## config.mk

```make
export PLATFORM = sky130hd
export DESIGN_NAME = axi4_master
export DESIGN_NICKNAME = d
export VERILOG_FILES = /design/src/rtl/axi_pkg.sv /design/src/rtl/line_serdes.sv /design/src/rtl/axi4_master.sv
export SDC_FILE = /design/constraint.sdc
export NUM_CORES = 1
export LEC_CHECK = 0
export BUFFER_PORTS_ARGS = -buffer_cell sky130_fd_sc_hd__buf_2
export CAP_MARGIN = 40
export CELL_PAD_IN_SITES_DETAIL_PLACEMENT = 1
export CELL_PAD_IN_SITES_GLOBAL_PLACEMENT = 1
export CORE_AREA = 10 10 306 308
export CTS_CLUSTER_SIZE = 20
export DETAILED_ROUTE_END_ITERATION = 10
export DIE_AREA = 0 0 316 318
export PLACE_DENSITY = 0.72
export SLEW_MARGIN = 30
export SYNTH_ARGS = -nofsm -noshare
export SYNTH_HDL_FRONTEND = slang
export SYNTH_HIERARCHICAL = 1
export SYNTH_SLANG_ARGS = --single-unit
```

## constraint.sdc

```tcl
create_clock -name aclk_i -period 4.9 [get_ports aclk_i]
set_input_delay 0.49 -clock aclk_i [delete_from_list [all_inputs] [get_ports aclk_i]]
set_output_delay 0.49 -clock aclk_i [all_outputs]
set_load 0.01 [all_outputs]
```

## src/rtl/axi_pkg.sv

```systemverilog
// Shared AXI4 encodings and engine state types for the line-based AXI4 master.
package axi_pkg;

  localparam logic [1:0] BURST_FIXED = 2'b00;
  localparam logic [1:0] BURST_INCR  = 2'b01;
  localparam logic [1:0] BURST_WRAP  = 2'b10;

  localparam logic [1:0] RESP_OKAY   = 2'b00;
  localparam logic [1:0] RESP_EXOKAY = 2'b01;
  localparam logic [1:0] RESP_SLVERR = 2'b10;
  localparam logic [1:0] RESP_DECERR = 2'b11;

  typedef enum logic [1:0] {W_IDLE, W_AW, W_DATA, W_BRESP} w_state_t;
  typedef enum logic [1:0] {R_IDLE, R_AR, R_DATA, R_RET} r_state_t;

  // Beat offset counter width; a single-beat line still needs one bit.
  function automatic int offset_width(input int n);
    return (n <= 1) ? 1 : $clog2(n);
  endfunction

endpackage

```

## src/rtl/line_serdes.sv

```systemverilog
// Line buffer with beat offset counter: serializes a loaded line into beats
// or deserializes captured beats into a line.
module line_serdes #(
  parameter int LINE_W = 256,
  parameter int BEAT_W = 32,
  parameter int OFF_W  = 3
) (
  input  logic              clk,
  input  logic              rst_n,
  input  logic              load,
  input  logic [LINE_W-1:0] line_in,
  input  logic              capture,
  input  logic [BEAT_W-1:0] beat_in,
  input  logic              advance,
  output logic              last,
  output logic [BEAT_W-1:0] beat_out,
  output logic [LINE_W-1:0] line_out
);

  localparam int N = LINE_W / BEAT_W;

  logic [OFF_W-1:0]  off_reg;
  logic [BEAT_W-1:0] beats [N];

  assign last     = (off_reg == OFF_W'(N - 1));
  assign beat_out = beats[off_reg];

  // Loading a new line always restarts the burst at beat 0.
  always_ff @(posedge clk or negedge rst_n) begin
    if (!rst_n) begin
      off_reg <= '0;
    end else if (load) begin
      off_reg <= '0;
    end else if (advance) begin
      off_reg <= last ? '0 : off_reg + 1'b1;
    end
  end

  generate
    for (genvar gi = 0; gi < N; gi++) begin : g_beat
      logic [BEAT_W-1:0] beat_reg;

      always_ff @(posedge clk or negedge rst_n) begin
        if (!rst_n) begin
          beat_reg <= '0;
        end else if (load) begin
          beat_reg <= line_in[gi*BEAT_W +: BEAT_W];
        end else if (capture && (off_reg == OFF_W'(gi))) begin
          beat_reg <= beat_in;
        end
      end

      assign beats[gi]                       = beat_reg;
      assign line_out[gi*BEAT_W +: BEAT_W]   = beat_reg;
    end
  endgenerate

endmodule

```

## src/rtl/axi4_master.sv

```systemverilog
// Native line read/write to AXI4 INCR burst bridge with independent read and
// write engines and a same-address hazard interlock between them.
module axi4_master
  import axi_pkg::*;
#(
  parameter int ID_W      = 4,
  parameter int ADDR_W    = 32,
  parameter int AXI_DW    = 32,
  parameter int RESP_W    = 2,
  parameter int NATIVE_DW = 256,
  parameter int MASTER_ID = 0
) (
  input  logic                 aclk_i,
  input  logic                 aresetn_i,

  input  logic                 nat_write_valid_i,
  output logic                 nat_write_ready_o,
  input  logic [ADDR_W-1:0]    nat_write_addr_i,
  input  logic [NATIVE_DW-1:0] nat_write_data_i,
  output logic                 nat_write_done_o,
  output logic                 nat_write_err_o,

  input  logic                 nat_read_valid_i,
  output logic                 nat_read_ready_o,
  input  logic [ADDR_W-1:0]    nat_read_addr_i,
  output logic                 nat_read_valid_o,
  output logic [ADDR_W-1:0]    nat_read_addr_o,
  output logic [NATIVE_DW-1:0] nat_read_data_o,
  output logic                 nat_read_err_o,

  output logic                 m_axi_awvalid_o,
  input  logic                 m_axi_awready_i,
  output logic [ADDR_W-1:0]    m_axi_awaddr_o,
  output logic [1:0]           m_axi_awburst_o,
  output logic [7:0]           m_axi_awlen_o,
  output logic [2:0]           m_axi_awsize_o,
  output logic [ID_W-1:0]      m_axi_awid_o,

  output logic                 m_axi_wvalid_o,
  input  logic                 m_axi_wready_i,
  output logic                 m_axi_wlast_o,
  output logic [AXI_DW-1:0]    m_axi_wdata_o,
  output logic [AXI_DW/8-1:0]  m_axi_wstrb_o,

  input  logic                 m_axi_bvalid_i,
  output logic                 m_axi_bready_o,
  input  logic [ID_W-1:0]      m_axi_bid_i,
  input  logic [RESP_W-1:0]    m_axi_bresp_i,

  output logic                 m_axi_arvalid_o,
  input  logic                 m_axi_arready_i,
  output logic [ADDR_W-1:0]    m_axi_araddr_o,
  output logic [1:0]           m_axi_arburst_o,
  output logic [7:0]           m_axi_arlen_o,
  output logic [2:0]           m_axi_arsize_o,
  output logic [ID_W-1:0]      m_axi_arid_o,

  input  logic                 m_axi_rvalid_i,
  output logic                 m_axi_rready_o,
  input  logic [AXI_DW-1:0]    m_axi_rdata_i,
  input  logic                 m_axi_rlast_i,
  input  logic [ID_W-1:0]      m_axi_rid_i,
  input  logic [RESP_W-1:0]    m_axi_rresp_i
);

  localparam int NBYTES   = AXI_DW / 8;
  localparam int NTRANSF  = NATIVE_DW / AXI_DW;
  localparam int OFFSET_W = offset_width(NTRANSF);
  localparam int SIZE     = $clog2(NBYTES);

  localparam logic [ID_W-1:0]   ID_VAL  = ID_W'(MASTER_ID);
  localparam logic [RESP_W-1:0] OKAY_RV = RESP_W'(RESP_OKAY);

  w_state_t            w_state_reg;
  r_state_t            r_state_reg;
  logic [ADDR_W-1:0]   w_addr_reg;
  logic [ADDR_W-1:0]   r_addr_reg;
  logic                w_done_reg;
  logic                w_err_reg;
  logic                r_valid_reg;
  logic                r_err_reg;
  logic                armed_reg;

  logic                w_busy;
  logic                r_busy;
  logic                w_accept;
  logic                r_accept;
  logic                w_beat_fire;
  logic                r_beat_fire;
  logic                w_last;
  logic                r_last;
  logic                r_beat_bad;
  logic [AXI_DW-1:0]   w_beat;
  logic [NATIVE_DW-1:0] r_line;
  logic [NATIVE_DW-1:0] w_line_unused;
  logic [AXI_DW-1:0]   r_beat_unused;

  assign w_busy = (w_state_reg != W_IDLE);
  assign r_busy = (r_state_reg != R_IDLE);

  // Ready stays low during and immediately after reset until the first clock.
  always_ff @(posedge aclk_i or negedge aresetn_i) begin
    if (!aresetn_i) begin
      armed_reg <= 1'b0;
    end else begin
      armed_reg <= 1'b1;
    end
  end

  // A same-address collision between two idle engines is resolved in favour of the write.
  assign nat_write_ready_o = armed_reg && !w_busy &&
                             !(r_busy && (r_addr_reg == nat_write_addr_i));
  assign nat_read_ready_o  = armed_reg && !r_busy &&
                             !(w_busy && (w_addr_reg == nat_read_addr_i)) &&
                             !(nat_write_valid_i && nat_write_ready_o &&
                               (nat_write_addr_i == nat_read_addr_i));

  assign w_accept    = nat_write_valid_i && nat_write_ready_o;
  assign r_accept    = nat_read_valid_i && nat_read_ready_o;
  assign w_beat_fire = (w_state_reg == W_DATA) && m_axi_wready_i;
  assign r_beat_fire = (r_state_reg == R_DATA) && m_axi_rvalid_i;
  assign r_beat_bad  = (m_axi_rresp_i != OKAY_RV) || (m_axi_rid_i != ID_VAL);

  line_serdes #(
    .LINE_W (NATIVE_DW),
    .BEAT_W (AXI_DW),
    .OFF_W  (OFFSET_W)
  ) u_wr_ser (
    .clk      (aclk_i),
    .rst_n    (aresetn_i),
    .load     (w_accept),
    .line_in  (nat_write_data_i),
    .capture  (1'b0),
    .beat_in  ('0),
    .advance  (w_beat_fire),
    .last     (w_last),
    .beat_out (w_beat),
    .line_out (w_line_unused)
  );

  line_serdes #(
    .LINE_W (NATIVE_DW),
    .BEAT_W (AXI_DW),
    .OFF_W  (OFFSET_W)
  ) u_rd_des (
    .clk      (aclk_i),
    .rst_n    (aresetn_i),
    .load     (r_accept),
    .line_in  ('0),
    .capture  (r_beat_fire),
    .beat_in  (m_axi_rdata_i),
    .advance  (r_beat_fire),
    .last     (r_last),
    .beat_out (r_beat_unused),
    .line_out (r_line)
  );

  always_ff @(posedge aclk_i or negedge aresetn_i) begin
    if (!aresetn_i) begin
      w_state_reg <= W_IDLE;
      w_addr_reg  <= '0;
      w_done_reg  <= 1'b0;
      w_err_reg   <= 1'b0;
    end else begin
      w_done_reg <= 1'b0;
      w_err_reg  <= 1'b0;
      case (w_state_reg)
        W_IDLE: begin
          if (w_accept) begin
            w_addr_reg  <= nat_write_addr_i;
            w_state_reg <= W_AW;
          end
        end
        W_AW: begin
          if (m_axi_awready_i) w_state_reg <= W_DATA;
        end
        W_DATA: begin
          if (m_axi_wready_i && w_last) w_state_reg <= W_BRESP;
        end
        W_BRESP: begin
          if (m_axi_bvalid_i) begin
            w_done_reg  <= 1'b1;
            w_err_reg   <= (m_axi_bresp_i != OKAY_RV) || (m_axi_bid_i != ID_VAL);
            w_state_reg <= W_IDLE;
          end
        end
        default: w_state_reg <= W_IDLE;
      endcase
    end
  end

  // A beat whose rlast disagrees with the expected last offset ends the burst with error.
  always_ff @(posedge aclk_i or negedge aresetn_i) begin
    if (!aresetn_i) begin
      r_state_reg <= R_IDLE;
      r_addr_reg  <= '0;
      r_valid_reg <= 1'b0;
      r_err_reg   <= 1'b0;
    end else begin
      r_valid_reg <= 1'b0;
      case (r_state_reg)
        R_IDLE: begin
          if (r_accept) begin
            r_addr_reg  <= nat_read_addr_i;
            r_err_reg   <= 1'b0;
            r_state_reg <= R_AR;
          end
        end
        R_AR: begin
          if (m_axi_arready_i) r_state_reg <= R_DATA;
        end
        R_DATA: begin
          if (m_axi_rvalid_i) begin
            if (r_beat_bad || (m_axi_rlast_i != r_last)) r_err_reg <= 1'b1;
            if (m_axi_rlast_i || r_last) r_state_reg <= R_RET;
          end
        end
        R_RET: begin
          r_valid_reg <= 1'b1;
          r_state_reg <= R_IDLE;
        end
        default: r_state_reg <= R_IDLE;
      endcase
    end
  end

  assign nat_write_done_o = w_done_reg;
  assign nat_write_err_o  = w_err_reg;
  assign nat_read_valid_o = r_valid_reg;
  assign nat_read_addr_o  = r_addr_reg;
  assign nat_read_data_o  = r_line;
  assign nat_read_err_o   = r_err_reg;

  assign m_axi_awvalid_o = (w_state_reg == W_AW);
  assign m_axi_awaddr_o  = w_addr_reg;
  assign m_axi_awburst_o = BURST_INCR;
  assign m_axi_awlen_o   = 8'(NTRANSF - 1);
  assign m_axi_awsize_o  = 3'(SIZE);
  assign m_axi_awid_o    = ID_VAL;

  assign m_axi_wvalid_o  = (w_state_reg == W_DATA);
  assign m_axi_wlast_o   = (w_state_reg == W_DATA) && w_last;
  assign m_axi_wdata_o   = w_beat;
  assign m_axi_wstrb_o   = '1;
  assign m_axi_bready_o  = (w_state_reg == W_BRESP);

  assign m_axi_arvalid_o = (r_state_reg == R_AR);
  assign m_axi_araddr_o  = r_addr_reg;
  assign m_axi_arburst_o = BURST_INCR;
  assign m_axi_arlen_o   = 8'(NTRANSF - 1);
  assign m_axi_arsize_o  = 3'(SIZE);
  assign m_axi_arid_o    = ID_VAL;
  assign m_axi_rready_o  = (r_state_reg == R_DATA);

endmodule

```

==> results.md, run 1 <==
- The run finished, with violations left.
- The final reports fail on slew limit.
- The core region is 87700 um2.
- The transition at the pin with the smallest max-transition slack is 3.19 ns.
- The total CTS buffers is 72.
- The hold violation total from the final report was 0.
- For this design the total switching power over the nets is 9.70 mW.
- The synthesized netlist cell count is 2665.
- The starting density of the core is 35.0%.
- The launching instance or port of the critical path is m_axi_araddr_o[16].
- The largest voltage drop on the vdd net is 0.340 mV.
- Of all nets on the critical path, the largest fanout is 34.
- The kind of start point of the critical path is a flop.
- The worst reg-to-reg setup slack is 1.01 ns.
- The worst setup slack after layout is 0.798 ns.
- Setup violations remaining at the end of the flow were counted as 0.
- The total routed wirelength is 123 mm.
- From synthesis to final layout, the design area changed by 26.4%.
- The die covers 100000 um2.
- After detailed routing, the average wire length per cell comes to 25.3 um.
- Entering global routing, the biggest net connects 255 pins.
- Dividing the detail-routed via count by the number of cells gives 5.32.
- For this design the static power due to leakage is 19.3 nW.
- The upper clock frequency limit is 244 MHz.
- The buffers plus inverters on the worst setup path is 2.
- The beginning of the worst register-to-register path is m_axi_araddr_o[16].
- The count of antenna-violating nets left after detailed routing is 0.
- The number of pins exceeding their max-slew limit in the final report is 456.
- Setup total negative slack on the finished layout was measured at 0 ns.
- The class of the tightest hold or removal check is input port to flop.
- The starting DRC count in detailed routing is 1885.
- The first global-routing pass estimated 179 mm of wire.
- The overall fraction of global-route tracks in use is 23.3%.
- Of the available clock period, the critical path in the final layout requires 83.7%.
- The slowest stage of the critical path is the nor4_1 cell.
- The critical path goes through xor2_1, nor4_1, nand4_1, o311ai_4, buf_4, nor3_1, nor2_1, buf_2.
- The internal power component is 15.4 mW.
- The number of antenna violations at the first check in global routing is 46.
- After clock tree synthesis, the clock-pin slew on the worst setup and hold paths is 0.06 ns.
- The number of search-and-repair iterations in the first detailed-routing pass is 6.
- A synthesized cell averages 11.5 um2.
- The tool flagged a number of max-cap violations equal to 0.
- The worst register-to-register path has a depth of 10.
- After detailed routing, the number of remaining DRC violations is 0.
- In this run the power density over the cells is 648 nW/um2.
- The maximum number of buffers from clock root to sink is 3.
- The via count of the first global-routing pass is 26800.
- In the final layout, the share of cells above drive strength 1 is 28.6%.
- For the worst setup path, the data required time is 4.41 ns.
- The die is 318 um tall.
- The part of the power in the clock network is 21.6%.
- The total number of cells along the worst setup path is 8.
- The floorplan step set the die width to 316 um.
- The area of the mapped netlist is 30700 um2.
- The clock reaches the later pin of the worst-skew pair after 0.65 ns.
- The number of H-tree levels is 3.
- At the end of routability-driven placement, the weighted congestion stood at 0.859.
- The total overflow left after global routing is 0.
- In this run the worst setup path terminates at nat_read_ready_o.
- After filler insertion, the fill cell instance count of the layout stands at 9883.
- The worst setup path is captured at an output port.
- The half-perimeter wire length after detailed placement is 89.6 mm.
- The count of nets after finishing is 4028.
- The worst setup slack after placement is 0.819 ns.
- The kind of cell with the highest combined delay along the critical path is simple AND/OR/NAND/NOR gates.
- During I/O placement, the number of pins put on the boundary was 808.
- The clock net in this run drives a total of 591 sinks.
- Per report_power, the combinational group accounts for 42.5% of the total.
- Setup repair after global routing left no endpoint under its margin.
- Clock skew on the completed layout was measured at 0.0618 ns.
- The number of gates resized after CTS was 0.
- TritonCTS built the clock tree.
- The critical setup path kind is flop to output port.
- The count of buffers added on input and output ports is 769.
- The fraction of power consumed by sequential logic is 35.9%.
- During synthesis, Yosys emitted a total of 6 warnings.
- The longest individual stage delay on the worst path is 0.73 ns.
- CTS placed an instance of clkbuf_16 at the clock tree root.
- The floorplan has 109 rows.
- The worst flop-to-flop path endpoint is u_rd_des/g_beat[0].beat_reg[14].
- The number of vias after detailed routing is 25900.
- The multi-input combinational cells in the finished layout cover a total of 15400 um2.
- The sequential cell area is 14800 um2.
- The post-layout minimum cycle time is 4.10 ns.
- The normalized max-slew margin is -113%.
- The arrival time of data at the critical path endpoint is 3.61 ns.
- The net switching share of the total power is 38.6%.
## power groups by stage
stage	logic, mW	registers, mW	clock network [mW]
after floorplan	6.63	8.82	0
after global placement	10.1	9.05	0
after detailed placement	10.6	9.05	0
after CTS	10.6	9.00	5.57
after global routing	11.6	9.27	5.78
final	10.7	9.03	5.43
## final cells by class
type | instances | area share (%)
tap | 1165 | 3.76
clock buffer | 106 | 5.44
sequential | 591 | 38.1
clock inverter | 20 | 0.748
inverter | 20 | 0.232
multi-input combinational | 2115 | 39.7
antenna | 20 | 0.129
timing repair buffer | 832 | 11.9
## stage by stage
| stage | instances | area (um2) | power, mW | hold WS [ns] | utilization, % |
|---|---|---|---|---|---|
| after global routing | 4866 | 38800 | 26.7 | 0.0586 | 44.2 |
| after detailed placement | 4720 | 36300 | 19.6 | 0.510 | 41.4 |
| after global placement | 4718 | 36200 | 19.2 | 0.502 | 41.3 |
| after CTS | 4847 | 38700 | 25.2 | 0.0205 | 44.1 |
| final | 4869 | 38800 | 25.2 | 0.0613 | 44.3 |
| after floorplan | 3055 | 32200 | 15.4 | 0.194 | - |
## repair_timing
action,4_1_cts,5_1_grt
hold buffers,1,0
endpoints found under the setup margin,0,0
hold endpoints to repair,44,0
setup buffers,0,0
## worst min path at each step
stage,start,endpoint,slack [ns],cells past startpoint
finish,nat_write_data_i[242],u_wr_ser/g_beat[7].beat_reg[18],0.06,3
global route,nat_write_data_i[241],u_wr_ser/g_beat[7].beat_reg[17],0.06,3
CTS,nat_write_data_i[242],u_wr_ser/g_beat[7].beat_reg[18],0.02,3
detailed placement,m_axi_awaddr_o[27],m_axi_awaddr_o[27],0.51,2
global placement,m_axi_awaddr_o[3],m_axi_awaddr_o[3],0.50,2
floorplan,aresetn_i,armed_reg,0.19,0
## metal layers
| layer | up-vias | routed length, um | track usage, % |
|---|---|---|---|
| met1 | 13200 | 49000 | 28.9 |
| met5 | - | 201 | 0 |
| met4 | 32 | 3930 | 8.92 |
| met3 | 214 | 8760 | 5.09 |
| li1 | 11500 | - | - |
| met2 | 941 | 61100 | 39.2 |
## cells in the final DEF (no fill, tap or decap), types with 20 or more instances in the layout
cell type and n:
mux2i_1 133, xor2_1 64, nor2b_1 65, nand2_1 327, conb_1 392, buf_2 768
o21ai_0 130, buf_4 42, a221o_1 384, diode_2 20, dfrtp_1 588, xnor2_1 32
mux2_4 27, mux4_2 64, ha_1 22, nor3b_1 384, clkbuf_16 72
## worst register-to-register path: stages (launching register included)
cell and delay, ns:
dfrtp_1 0.43, xor2_1 0.19, nor4_1 0.73, nand4_1 0.30, o311ai_4 0.46, inv_8 0.06, a211o_2 0.38, inv_8 0.33
buf_12 0.32, nor2b_1 0.20, a221o_1 0.37
Power figures use the tool's default switching activity.
==> inputs of run 2 (changes only) <==
Settings changed: ABC_AREA set to 1, CORE_AREA 10 10 306 308 to unset, CORE_MARGIN set to 10, CORE_UTILIZATION set to 39, DIE_AREA 0 0 316 318 to unset, PLACE_DENSITY 0.72 to 0.81.
Clock period 4.9 ns to 4.09 ns, I/O delays scaled along.
==> run 2 against run 1 <==
Effect of this change: the run now ends clean; sequential power up 17%; combinational power up 25%; global-route usage up 4.5 points; count of clock-buffer cells in the layout down 4; via count up 17%; worst setup slack worse by 0.11 ns; total power up 21%; clock skew down 0.033 ns; first-iteration DRC count down 4.1%; synthesized cell count up 51%; sequential share of layout area up 0.38 points; critical endpoint is now m_axi_wdata_o[2].
==> results.md, run 2 <==
- The overall fraction of global-route tracks in use is 27.9% (+4.5 points).
- The clock slew at the register clock pins of the worst setup and hold paths is 0.06 ns (about the same).
- The flow ran to the end, and the final reports show no timing, DRC or antenna violations.
- The aggregate negative setup slack was 0 ns (unchanged).
- The share of final-layout standard cells stronger than drive strength 1 came to 21.2% (-7.4 points).
- The maximum fanout encountered on the critical timing path is 60 (+76%).
- The arrival time of data at the critical path endpoint is 2.99 ns (-0.62 ns).
- The number of vias after detailed routing is 30300 (+17%).
- The areal power density over the cells is 791 nW/um2 (+22%).
- The internal power component is 16.8 mW (+8.8%).
- The via count of the first global-routing pass is 32400 (+21%).
- The area of the mapped netlist is 30800 um2 (+0.51%).
- The worst reg-to-reg setup slack is 0.86 ns (-0.15 ns).
- The capture endpoint of the worst hold path is nat_write_done_o.
- The number of core rows is 103 (-5.5%).
- The number of sinks handled by clock tree synthesis is 591 (unchanged).
- The number of top-level pins is 808 (unchanged).
- The maximum clock skew at final layout was 0.0293 ns (-0.0325 ns).
- The clock insertion delay at the later pin of the skew report came to 0.62 ns (-0.03 ns).
- The TritonCTS clock tree is done.
- The longest individual stage delay on the worst path is 0.70 ns (-0.03 ns).
- The normalized max-slew margin was 39.4% (+150 points).
- The number of antenna violations at the first check in global routing is 12 (-74%).
- The hold violation total from the final report is 0 (unchanged).
- The startpoint identified for the worst hold timing path is m_axi_bvalid_i.
- The maximum number of buffers from clock root to sink is 3 (unchanged).
- The part of the power in the clock network was 21.1% (-0.5 points).
- The number of search-and-repair iterations in the first detailed-routing pass came to 5 (-1).
- The cell sitting at the root of the clock tree is a clkbuf_16.
- The worst setup slack after placement came to 0.888 ns (+0.0692 ns).
- The worst setup slack after layout was 0.688 ns (-0.110 ns).
- The final core utilization is 48.8% (+4.5 points).
- The post-synthesis area per instance is 7.69 um2 (-33%).
- The average wire length per cell after detail routing is 21.5 um (-15%).
- The die area is 90700 um2 (-9.7%).
- The number of design rule violations left after detail routing is 0 (unchanged).
- The largest voltage drop on the vdd net is 0.401 mV (+18%).
- The min-delay analysis places its worst path in the category input port to flop.
- The count of buffers inserted at the top-level ports is 769 (unchanged).
- The starting DRC count in detailed routing came to 1807 (-4.1%).
- By instance count, the cell type seen most on the critical path is nand2_1.
- The starting density of the core is 39.2% (+4.2 points).
- The worst flop-to-flop path endpoint is u_rd_des/g_beat[4].beat_reg[8].
- The total power is 30.4 mW (+21%).
- The total CTS buffers came to 70 (-2.8%).
- The transition at the pin with the smallest max-transition slack is 0.905 ns (-2.28 ns).
- Setup repair after global routing left no endpoint under its margin.
- The count of nets after finishing was 5327 (+32%).
- The global-route wire length before repair came to 197 mm (+9.8%).
- The critical path is of the flop to output port type.
- The net switching share of the total power is 44.7% (+6.1 points).
- The remaining global-route overflow was 0 (unchanged).
- The synthesized netlist cell count is 4011 (+51%).
- The total routed wirelength came to 130 mm (+5.8%).
- The largest net degree at the start of global routing is 116 (-55%).
- The cell with the largest stage delay on the worst path is dfrtp_4.
- The half-perimeter wire length after detailed placement is 95.9 mm (+7.1%).
- The number of pins exceeding their max-slew limit in the final report is 0 (-100%).
- The fraction of power consumed by sequential logic was 34.8% (-1.1 points).
- The worst register-to-register path begins at r_state_reg[0].
- The detailed-route vias per instance came to 5.02 (-5.7%).
- The number of H-tree levels is 3 (unchanged).
- STA classifies the critical path startpoint as a flop.
- Leaving out fill and tap cells, the most frequent cell in the layout is nand2_1.
- The worst hold path cell count came to 3 (unchanged).
- The upper clock frequency limit is 294 MHz.
- The last weighted congestion value of the routability-driven placer is 0.901 (+4.9%).
- In the finished design, the share of the clock period the worst path needs comes to 83.2%.
- The overall die height is 301 um (-5.3%).
- The horizontal die dimension is 301 um (-4.7%).
- The share of power burned in combinational logic came to 44.2% (+1.7 points).
- The number of warnings issued by yosys is 6 (unchanged).
- The count of antenna-violating nets left after detailed routing is 0 (unchanged).
- The max-capacitance violation count came to 0 (unchanged).
- The power spent charging and discharging nets came to 13.6 mW (+40%).
- From synthesis to final layout, the design area changed by 24.6%.
- The core footprint is 78700 um2 (-10%).
- The depth of the worst register-to-register path is 15 (+5).
- The post-layout minimum cycle time is 3.40 ns.
- The required time at the endpoint of the critical path is 3.68 ns (-0.73 ns).
- Leaving out fill and tap cells, the most frequent cells in the layout are 1193 x nand2_1, 768 x buf_2, 588 x dfrtp_1.
- The number of setup buffers added after CTS is 0 (unchanged).
- The leakage power total came to 20.7 nW (+7.5%).
- The signal on the critical path passes through inv_4, buf_4, nand2_1, nand3_1, nand2_1, nand2_1, nand2_1, buf_2.
- The worst setup path is captured at an output port.
- The setup-violating endpoint count in the final report is 0 (unchanged).
[run 2: timing repair]
item                      CTS  global route
gates resized for setup     0             0
hold endpoints to repair   72             0
hold buffers                3             0
[run 2: worst max path at each step]
| stage | start | to | slack, ns | cells past startpoint |
|---|---|---|---|---|
| finish | u_wr_ser/off_reg[0] | m_axi_wdata_o[2] | 0.69 | 8 |
| global route | u_wr_ser/off_reg[0] | m_axi_wdata_o[3] | 0.49 | 8 |
| CTS | u_wr_ser/off_reg[0] | m_axi_wdata_o[10] | 0.69 | 8 |
| detailed placement | r_state_reg[0] | u_rd_des/g_beat[7].beat_reg[18] | 0.89 | 15 |
| global placement | nat_write_addr_i[20] | u_rd_des/g_beat[7].beat_reg[19] | 1.05 | 16 |
| floorplan | r_state_reg[0] | u_rd_des/g_beat[7].beat_reg[22] | 1.63 | 17 |
[run 2: critical path: cells and delay by family (launching register included)]
kind                   cells  cell delay [ns]
buffers and inverters      3             1.17
DFF                        1             0.70
and+or+nand+nor            5             0.41
[run 2: power groups by stage]
stage	clock, mW	combinational (mW)	sequential [mW]
2_1_floorplan	0	7.57	10.6
3_3_place_gp	0	12.8	10.5
3_5_place_dp	0	13.4	10.5
4_1_cts	6.51	13.5	10.5
5_1_grt	6.77	15.0	10.9
6_report	6.40	13.4	10.6
[run 2: cell type report]
class | instances | area, um2
antenna | 10 | 25.0
clock buffer | 102 | 2060
multi-input combinational | 2998 | 13700
inverter | 445 | 1690
sequential | 591 | 14800
fill | 10100 | 40300
timing repair buffer | 825 | 4540
clock inverter | 20 | 249
tap | 1050 | 1310
[run 2: layer usage]
| metal | routed length [um] | GRT usage (%) | vias to the layer above |
|---|---|---|---|
| li1 | - | - | 14300 |
| met1 | 52000 | 33.3 | 14900 |
| met2 | 62800 | 46.6 | 898 |
| met3 | 9810 | 7.55 | 241 |
| met4 | 5530 | 12.2 | 6 |
| met5 | 34 | 0 | - |
[run 2: stage by stage]
step	instance area [um2]	cells	hold WS, ns
final	38400	6041	0.0527
after global routing	38400	6040	0.0401
after CTS	38400	6031	0.00883
after detailed placement	36100	5906	0.470
after global placement	36000	5904	0.467
after floorplan	32100	4337	0.113
==> inputs of run 3 (changes only) <==
Clock period 4.09 ns to 3.32 ns, I/O delays scaled along.
==> run 3 against run 2 <==
Effect of this change: routed wire length rose by 7.4%; critical path depth did not move; worst hold slack got worse by 0.021 ns; combinational power rose by 28%; clock skew rose by 0.014 ns; die area did not move; largest cell class unchanged; largest power group unchanged.
==> results.md, run 3 (same netlist as run 2, synthesis figures left out) <==
- The clock insertion delay at the later pin of the skew report came to 0.64 ns (+0.02 ns).
- Setup repair after global routing left no endpoint under its margin.
- The remaining global-route overflow was 0 (unchanged).
- The type of destination of the critical path is an output port.
- The transition at the pin with the smallest max-transition slack was 0.798 ns (-0.107 ns).
- The power spent charging and discharging nets is 17.3 mW (+28%).
- The normalized max-slew margin was 46.6% (+7.2 points).
- The leakage power total was 21.7 nW (+4.5%).
- The share of the cycle needed by the critical path after routing is 90.2%.
- The arrival time of data at the critical path endpoint came to 2.66 ns (-0.33 ns).
- The worst reg-to-reg setup slack is 0.51 ns (-0.35 ns).
- The count of antenna-violating nets left after detailed routing came to 0 (unchanged).
- The number of sinks handled by clock tree synthesis is 591 (unchanged).
- The tree is rooted in a clkbuf_16.
- Traced cell by cell, the critical path runs through inv_4, buf_4, nand2_1, nand3_1, nand2_1, nand2_1, nand2_1, buf_2.
- The sequential cell area is 14800 um2 (unchanged).
- The post-layout minimum cycle time is 3.00 ns.
- The starting density of the core is 39.2% (unchanged).
- Leaving out fill and tap cells, the most frequent cells in the layout are 1193 x nand2_1, 768 x buf_2, 588 x dfrtp_1.
- The total CTS buffers is 72 (+2.9%).
- The total routed wirelength is 140 mm (+7.4%).
- The average wire length per cell after detail routing was 22.3 um (+3.6%).
- The overall die height is 301 um (unchanged).
- The part of the power in the clock network was 21.0% (about the same).
- The overall fraction of global-route tracks in use came to 29.9% (+2.0 points).
- The horizontal die dimension is 301 um (unchanged).
- The critical setup path kind is flop to output port.
- The cell with the largest stage delay on the worst path is dfrtp_4.
- The setup-violating endpoint count in the final report is 0 (unchanged).
- The total power is 38.3 mW (+26%).
- The half-perimeter wire length after detailed placement was 96.6 mm (+0.71%).
- The number of pins exceeding their max-slew limit in the final report is 0 (unchanged).
- The required time at the endpoint of the critical path is 2.99 ns (-0.69 ns).
- Leaving out fill and tap cells, the most frequent cell in the layout is nand2_1.
- The area growth from synthesis to layout is 31.9%.
- The maximum clock skew at final layout is 0.0429 ns (+0.0136 ns).
- The maximum number of buffers from clock root to sink was 3 (unchanged).
- The number of top-level pins is 808 (unchanged).
- The buffers plus inverters on the worst setup path was 3 (unchanged).
- The upper clock frequency limit is 334 MHz.
- The number of vias after detailed routing came to 32000 (+5.7%).
- The number of search-and-repair iterations in the first detailed-routing pass is 6 (+1).
- The core footprint was 78700 um2 (unchanged).
- The largest voltage drop on the vdd net is 0.531 mV (+33%).
- The worst hold path belongs to the class input port to flop.
- The global-route wire length before repair came to 211 mm (+7.2%).
- The clock slew at the register clock pins of the worst setup and hold paths was 0.06 ns (about the same).
- The last weighted congestion value of the routability-driven placer is 0.893 (-0.83%).
- Counting stages on the worst path, the most repeated cell is nand2_1.
- The hold violation total from the final report is 0 (unchanged).
- The run finished with clean final reports.
- The layout filler cell count came to 9981 (-1.5%).
- The count of buffers inserted at the top-level ports is 769 (unchanged).
- The die area is 90700 um2 (unchanged).
- The number of design rule violations left after detail routing was 0 (unchanged).
- The internal power component is 21.0 mW (+25%).
- The count of nets after finishing is 5537 (+3.9%).
- The maximum fanout encountered on the critical timing path was 27 (-55%).
- The number of antenna violations at the first check in global routing is 22 (+10).
- The largest net degree at the start of global routing is 115 (-0.86%).
- STA classifies the critical path startpoint as a flop.
- The detailed-route vias per instance is 5.12 (+1.9%).
- The share of power burned in combinational logic was 44.6% (+0.4 points).
- The via count of the first global-routing pass was 34400 (+6.3%).
- The areal power density over the cells is 941 nW/um2 (+19%).
- The net switching share of the total power is 45.2% (+0.57 points).
- The footprint of the multi-input gates was 13700 um2 (unchanged).
- The share of final-layout standard cells stronger than drive strength 1 is 20.6% (-0.54 points).
- The starting DRC count in detailed routing came to 2141 (+18%).
- The number of H-tree levels is 3 (unchanged).
- The TritonCTS clock tree is done.
- The max-capacitance violation count came to 0 (unchanged).
- The fraction of power consumed by sequential logic is 34.5% (-0.3 points).
- The aggregate negative setup slack is 0 ns (unchanged).
- The number of core rows is 103 (unchanged).
- The longest individual stage delay on the worst path was 0.64 ns (-0.06 ns).
- The family with the most delay on the worst path is buffers and inverters.
run 3: stage by stage:
step           cells  hold slack [ns]  instance area (um2)  util [%]  setup WS, ns
2_1_floorplan   4337           0.0364                32100         -         0.864
3_3_place_gp    5916            0.382                36200      46.0         0.674
3_5_place_dp    5917            0.383                36200      46.0         0.562
4_1_cts         6245         0.000328                40600      51.6         0.319
5_1_grt         6260           0.0141                40700      51.7         0.182
6_report        6262           0.0317                40700      51.7         0.325
run 3: power groups by stage:
stage / combinational [mW] / clock (mW) / sequential, mW
5_1_grt: 18.9 / 8.48 / 13.5
6_report: 17.1 / 8.03 / 13.2
3_3_place_gp: 15.9 / 0 / 13.0
4_1_cts: 16.9 / 8.15 / 13.1
2_1_floorplan: 9.33 / 0 / 13.1
3_5_place_dp: 16.5 / 0 / 13.1
run 3: area by class of cell:
class / instances / area share (%)
Clock buffer: 99 / 5.00
Inverter: 445 / 4.15
Clock inverter: 29 / 0.907
Sequential cell: 591 / 36.4
Multi-Input combinational cell: 2998 / 33.8
Antenna cell: 17 / 0.105
Timing Repair Buffer: 1033 / 16.4
Tap cell: 1050 / 3.23
run 3: worst paths after layout:
kind,from,to,cells after the start
max in group asynchronous,aresetn_i,u_rd_des/g_beat[1].beat_reg[18],3
hold / removal,nat_write_data_i[152],u_wr_ser/g_beat[4].beat_reg[24],3
min in group asynchronous,aresetn_i,u_wr_ser/g_beat[3].beat_reg[25],2
hold reg to reg,u_rd_des/g_beat[5].beat_reg[21],u_rd_des/g_beat[5].beat_reg[21],2
setup reg to reg,r_state_reg[0],u_rd_des/g_beat[6].beat_reg[28],15
setup / recovery,u_wr_ser/off_reg[0],m_axi_wdata_o[0],8
run 3: metal layers:
| layer | GRT usage (%) | wire [um] | vias to the layer above |
|---|---|---|---|
| met5 | 0 | 47 | - |
| met4 | 15.0 | 7460 | 8 |
| met3 | 6.58 | 9320 | 354 |
| met2 | 50.5 | 67700 | 1141 |
| met1 | 35.5 | 55200 | 15800 |
| li1 | - | - | 14700 |
run 3: what timing repair did:
| item | 4_1_cts | 5_1_grt |
|---|---|---|
| resized for setup | 0 | 0 |
| hold endpoints to repair | 252 | 0 |
| setup buffers | 0 | 0 |
| hold buffers | 200 | 0 |
run 3: worst min-delay path, delay by kind of cell:
kind                   cells  cell delay, ns
AOI/OAI and AO/OA          2            0.19
buffers and inverters      1            0.08
